--- src/rtl/semafor_directie_param.sv ---
// Lamp controller for one intersection approach: red-clearance, green with
// demand extension, yellow, then a one-clock ready pulse; flashing yellow in blink phase.
module semafor_directie_param #(
  parameter int                 PHASE_W     = 3,
  parameter logic [PHASE_W-1:0] MY_PHASE    = 3'b011,
  parameter logic [PHASE_W-1:0] BLINK_PHASE = 3'b111,
  parameter int                 CNT_W       = 6,
  parameter int                 T_RED_CLR   = 1,
  parameter int                 T_GREEN     = 23,
  parameter int                 T_GREEN_MAX = 40,
  parameter int                 T_YELLOW    = 2
) (
  input  logic               clk,
  input  logic               rst,
  input  logic [PHASE_W-1:0] stare_semafor,
  input  logic               tick,
  input  logic               blink,
  input  logic               ext_req,
  output logic               ready,
  output logic               verde,
  output logic               galben,
  output logic               rosu,
  output logic [2:0]         stare_dbg
);

  localparam logic [2:0] IDLE    = 3'd0;
  localparam logic [2:0] RED_CLR = 3'd1;
  localparam logic [2:0] GREEN   = 3'd2;
  localparam logic [2:0] YELLOW  = 3'd3;
  localparam logic [2:0] DONE    = 3'd4;
  localparam logic [2:0] BLINK   = 3'd5;

  localparam logic [CNT_W-1:0] RC_END   = CNT_W'(T_RED_CLR - 1);
  localparam logic [CNT_W-1:0] G_END    = CNT_W'(T_GREEN - 1);
  localparam logic [CNT_W-1:0] GMAX_END = CNT_W'(T_GREEN_MAX - 1);
  localparam logic [CNT_W-1:0] Y_END    = CNT_W'(T_YELLOW - 1);

  logic [2:0]       state, nxt_state;
  logic [CNT_W-1:0] cnt, nxt_cnt;
  logic             nxt_ready;

  // Phase decode takes precedence over tick so an abort never lets a tick through.
  always_comb begin
    nxt_state = state;
    nxt_cnt   = cnt;
    nxt_ready = 1'b0;
    if (stare_semafor == BLINK_PHASE) begin
      nxt_state = BLINK;
      nxt_cnt   = '0;
    end else if (stare_semafor != MY_PHASE) begin
      nxt_state = IDLE;
      nxt_cnt   = '0;
    end else if (state == IDLE || state > DONE) begin
      nxt_state = RED_CLR;
      nxt_cnt   = '0;
    end else if (tick) begin
      case (state)
        RED_CLR: begin
          if (cnt == RC_END) begin
            nxt_state = GREEN;
            nxt_cnt   = '0;
          end else begin
            nxt_cnt = cnt + 1'b1;
          end
        end
        GREEN: begin
          if (cnt == GMAX_END || (cnt >= G_END && !ext_req)) begin
            nxt_state = YELLOW;
            nxt_cnt   = '0;
          end else begin
            nxt_cnt = cnt + 1'b1;
          end
        end
        YELLOW: begin
          if (cnt == Y_END) begin
            nxt_state = DONE;
            nxt_cnt   = '0;
            nxt_ready = 1'b1;
          end else begin
            nxt_cnt = cnt + 1'b1;
          end
        end
        default: begin
          nxt_state = state;
          nxt_cnt   = cnt;
        end
      endcase
    end
  end

  // Lamps are registered from the next state so they line up with the state register.
  always_ff @(posedge clk) begin
    if (rst) begin
      state  <= IDLE;
      cnt    <= '0;
      ready  <= 1'b0;
      rosu   <= 1'b1;
      verde  <= 1'b0;
      galben <= 1'b0;
    end else begin
      state  <= nxt_state;
      cnt    <= nxt_cnt;
      ready  <= nxt_ready;
      rosu   <= (nxt_state == IDLE) || (nxt_state == RED_CLR) || (nxt_state == DONE);
      verde  <= (nxt_state == GREEN);
      galben <= (nxt_state == YELLOW) || (nxt_state == BLINK && blink);
    end
  end

  assign stare_dbg = state;

endmodule

--- config.mk ---
export PLATFORM = sky130hd
export DESIGN_NAME = semafor_directie_param
export DESIGN_NICKNAME = d
export VERILOG_FILES = /design/src/rtl/semafor_directie_param.sv
export SDC_FILE = /design/constraint.sdc
export NUM_CORES = 1
export LEC_CHECK = 0
export CORE_MARGIN = 3
export CORE_UTILIZATION = 46
export DETAILED_ROUTE_END_ITERATION = 8
export GPL_TIMING_DRIVEN = 0
export PLACE_DENSITY_LB_ADDON = 0.08
export SYNTH_ARGS = -nofsm -noshare
export SYNTH_HDL_FRONTEND = slang
export SYNTH_SLANG_ARGS = --single-unit
--- constraint.sdc ---
create_clock -name clk -period 3.2 [get_ports clk]
set_input_delay 0.48 -clock clk [delete_from_list [all_inputs] [get_ports clk]]
set_output_delay 0.48 -clock clk [all_outputs]
set_load 0.05 [all_outputs]
### Word level (Yosys, flattened, before mapping)

Index checks and enable logic that the tools add are counted.

| word-level totals | value |
|---|---|
| input bits | 8 |
| register bits after elaboration | 13 |
| output and inout port bits | 7 |

| operators by class | value |
|---|---|
| multiplexer cells | 13 |
| $lt $le $gt $ge | 2 |
| reduce and logical (&&, ||, !) cells | 15 |
| add/subtract/negate cells | 1 |
| equal/unequal tests | 12 |
| bitwise logic cells | 2 |

Operators by type and width:

| cell | number |
|---|---|
| 2-to-1 mux 3 bit | 7 |
| 2-to-1 mux 6 bit | 3 |
| one-hot mux 6 bit (3 select lines) | 1 |
| equality test 3 x 2 -> 1 bit, second input constant | 4 |
| equality test 3 bit, second input constant | 3 |
| one-hot mux 3 bit (3 select lines) | 1 |
| adder 6 x 1 -> 6 bit, second input constant | 1 |
| equality test 3 x 1 -> 1 bit, second input constant | 2 |
| equality test 6 x 1 -> 1 bit, second input constant | 1 |
| equality test 6 bit, second input constant | 1 |
| greater-or-equal comparator 6 x 5 -> 1 bit, second input constant | 1 |
| zero test 3 bit | 2 |
| zero test 6 bit | 1 |
| OR reduction 6 bit | 1 |
| logical OR 1 bit | 5 |
| OR reduction 4 bit | 1 |
| greater-than comparator 3 bit, second input constant | 1 |
| inequality test 3 x 2 -> 1 bit, second input constant | 1 |
| nonzero test 3 bit | 1 |
| logical AND 1 bit | 2 |
| NOT 1 bit | 2 |
| AND reduction 2 bit | 1 |
| zero test 1 bit | 1 |
| 2-to-1 mux 1 bit | 1 |

### Longest topological paths before layout

| depth | value |
|---|---|
| depth in word-level cells | 12 |
| depth in mapped cells | 7 |

### Least setup slack after synthesis

OpenSTA, ideal clock, no wires.

| timing path | value |
|---|---|
| path kind | flip-flop to flip-flop |
| from | register state[1], in the netlist stare_dbg[1] |
| to | register rosu |
| clock period less this slack | 1.846 ns |
| stages on the path, launching flop included | 7 |
| arrival time | 1.727 ns |
| required time | 3.081 ns |
| path buffers | 1 |
| setup slack | 1.354 ns |
| path through | dfxtp_1 > clkbuf_2 > nor3b_1 > nor4b_1 > a211o_1 > o32a_1 > a21oi_1 |

| on the way | value |
|---|---|
| longest elaborated chain between the ends | 9 |

RTL lines:

| what | RTL line | RTL |
|---|---|---|
| from (decl) | 38 | `logic [2:0] state, nxt_state;` |
| from (signal assigned) | 101 | `state <= nxt_state;` |
| equality test 3 x 2 -> 1 bit, or another cell as far along | 57 | `case (state)` |
| one-hot mux 3 bit (3 select lines) | 57 |  |
| 2-to-1 mux 3 bit | 56 | `end else if (tick) begin` |
| 2-to-1 mux 3 bit (*) | 53 | `end else if (state == IDLE \|\| state > DONE) begin` |
| 2-to-1 mux 3 bit (*) | 50 | `end else if (stare_semafor != MY_PHASE) begin` |
| 2-to-1 mux 3 bit (*) | 47 | `if (stare_semafor == BLINK_PHASE) begin` |
| equality test 3 x 1 -> 1 bit or zero test 3 bit (tied branches) | 104 | `rosu <= (nxt_state == IDLE) \|\| (nxt_state == RED_CLR) \|\| (nxt_state == DONE);` |
| logical OR 1 bit | 104 |  |
| logical OR 1 bit (*) | 104 |  |
| to (signal assigned) | 104 |  |
| to (decl) | 22 | `output logic rosu,` |

Mark *: on every way between the ends. The rest lies on a longest branch, timed or not.
A chain may end at the register's enable or synchronous reset.

### Worst setup path in the final report

| timing path | value |
|---|---|
| from | register state[2], in the netlist stare_dbg[2] |
| to | output port stare_dbg[2] |

RTL lines:

| what | RTL line | RTL |
|---|---|---|
| to (decl) | 23 | `output logic [2:0] stare_dbg` |

No word-level cell between the ends.

==> run metrics <==
status=completed; Fmax=486 MHz; post-synthesis cell type count=44; fin nets=114; r2r setup slk=1440 ps; crit path cell chain=clkdlybuf4s50_1; Arrival @ worst endpoint=1580 ps; post-route minimum period=2060 ps; Reg clk slew, reported paths=90 ps; Fin Clk Skew=11.0 ps; MaxCap Viol Count=0; antenna violations before repair=0; largest net degree at the start of global routing=11; CP Class=flip-flop to primary output; H-tree levels=1; Core Rows=14; worst-skew pair later-pin latency=280 ps; final wirelength=1.48 mm; All-Layer GR Usage=0.165; post-CTS setup repair buffer count=0; Worst path max stage delay=850 ps; Post-Place Cells=113; Max Slew Vio Count=0; Clock Tree Buf Depth=2; Routability Congestion=0.722; Final WS setup=1140 ps; fin util=0.622; Finished Layout Cells=117; register area share after synthesis=0.342; mean post-synth cell area=9.17 sq um; hold wc startpoint=cnt[0]$_SDFFE_PP0P_; CTS tree=done; part of the cycle the worst path needs=0.643; EDFF count, synth=0; Final Hold Viols=0; Endpoint, Worst Hold=cnt[0]$_SDFFE_PP0P_; slew margin rel.=0.662; CTS sink cnt=13; VDD IR max=0.000273 V; Vias/cell=5.62; layout cells sized above 1=0.198; I/O pin cnt=15; P per Cell Area=317 nW/um^2; First DRT Iteration DRCs=13; diodes inserted=0; Setup crit start=stare_dbg[2]$_SDFF_PP0_; RR Endpoint=verde$_SDFF_PP0_; Min-Delay Path Class=flip-flop to flip-flop; Initial Util=0.499; worst r2r path cells=7; FF-to-FF Start=cnt[0]$_SDFFE_PP0P_; Worst Hold Depth=2; Area Growth Syn to Fin=24.5%; post-detail-place hpwl=1.11 mm; Pleak=0.336 nW; RSZ-0062 raised after global routing=false; FFs w/ async S/R, synth=0; FF+latch count, synth=13; Die Area=2180 sq um; vias=657; die height=46.7 um; core footprint=1520 sq um; cells after synthesis=83; setup TNS=0 ps; ys flop type=dfxtp_1; crit path launch type=flip-flop; Slowest cell on crit path=clkdlybuf4s50_1; first-pass GRT wire length=2.45 mm; Synth Cell Area=761 sq um; I/O Buffers=14; routed length per instance=12.6 um; buffers plus inverters on the worst setup path=1; Yosys Warn Count=0; Placed Area=921 sq um; post-CTS sizing=0; Hold WS=610 ps; delay-heaviest family, CP=buffers and inverters; Worst setup EP type=primary output; # DRC=0; drt pass-1 iters=4; Setup Viol. Count Final=0; CTS buffer count=3; synthesized net count=95; GRT overflow=0; Req. time, crit path=2720 ps; Placement Setup Slack=1010 ps; worst-path fanout max=7; post-route ant nets=0; Total Power=0.300 mW; Die Span X=46.7 um; Root Driver=clkbuf_4; vias in the first global route=569; Worst Max-Slew Pin Slew=505 ps; cts hold-fix bufs=0; fin area=947 sq um
==> kinds of logic after synthesis <==
group / share of synthesized area
simple gates: 0.291
flops: 0.342
compound gates: 0.171
xor+xnor: 0.0576
mux: 0.0132
buf+inv: 0.0592
fa+ha+maj: 0.0658
==> worst reg2reg max path: cells and delay by family (launching register included) <==
family	cells	cell delay (ps)
compound gates	4	800
flops	1	440
fa+ha+maj	1	210
simple gates	1	150
buf+inv	1	90
==> placed cells by master (no fill, tap or decap), types with 2 or more instances in the layout <==
| cell type | instances |
|---|---|
| a211o_2 | 2 |
| a21oi_1 | 3 |
| buf_2 | 2 |
| clkbuf_1 | 2 |
| clkbuf_4 | 3 |
| clkdlybuf4s50_1 | 14 |
| dfxtp_1 | 13 |
| ha_1 | 4 |
| inv_1 | 2 |
| nand2_1 | 2 |
| nand4_1 | 5 |
| nor2_1 | 9 |
| nor2b_1 | 2 |
| nor3b_1 | 3 |
| xor2_1 | 4 |
==> layout make-up <==
| type | count | area [sq um] |
|---|---|---|
| Clock buffer | 4 | 26.3 |
| Inverter | 2 | 7.51 |
| Buffer | 6 | 37.5 |
| Sequential cell | 13 | 260 |
| Timing Repair Buffer | 14 | 140 |
| Multi-Input combinational cell | 62 | 455 |
| Tap cell | 16 | 20.0 |
| Fill cell | 147 | 577 |
==> flip-flops by register name, indices dropped and copies added (netlist names) <==
signal / cells
cnt: 6
rosu: 1
galben: 1
verde: 1
stare_dbg: 3
ready: 1
==> cell usage after synthesis, types with 2 or more instances <==
cell / number / area, sq um
dfxtp_1: 13 / 260
nand2_1: 2 / 7.51
a21oi_1: 3 / 15.0
inv_1: 2 / 7.51
xor2_1: 4 / 35.0
nor2b_1: 2 / 12.5
ha_1: 4 / 50.1
buf_2: 2 / 10.0
nor3b_1: 3 / 22.5
nor2_1: 9 / 33.8
a211o_2: 2 / 20.0
nand4_1: 5 / 31.3
==> power by group <==
group / switching (mW) / internal [mW]
registers: 0.00113 / 0.163
clock network: 0.0555 / 0.0484
logic: 0.0155 / 0.0167
==> layer usage <==
metal  GRT usage  up-vias  share of wire
met5           0        -              0
met4      0.0829        0          0.020
met3      0.0586        4          0.066
met2       0.236       22           0.43
met1       0.215      291           0.48
li1            -      340              -
==> worst max path at each step <==
stage / to / cells past startpoint / slack (ps)
detailed placement: cnt[5]$_SDFFE_PP0P_ / 7 / 1010
global route: stare_dbg[2] / 1 / 1090
floorplan: rosu$_SDFF_PP1_ / 6 / 1350
CTS: stare_dbg[2] / 1 / 1130
global placement: cnt[3]$_SDFFE_PP0P_ / 7 / 1050
finish: stare_dbg[2] / 1 / 1140
(Power assumes the default switching activity.)
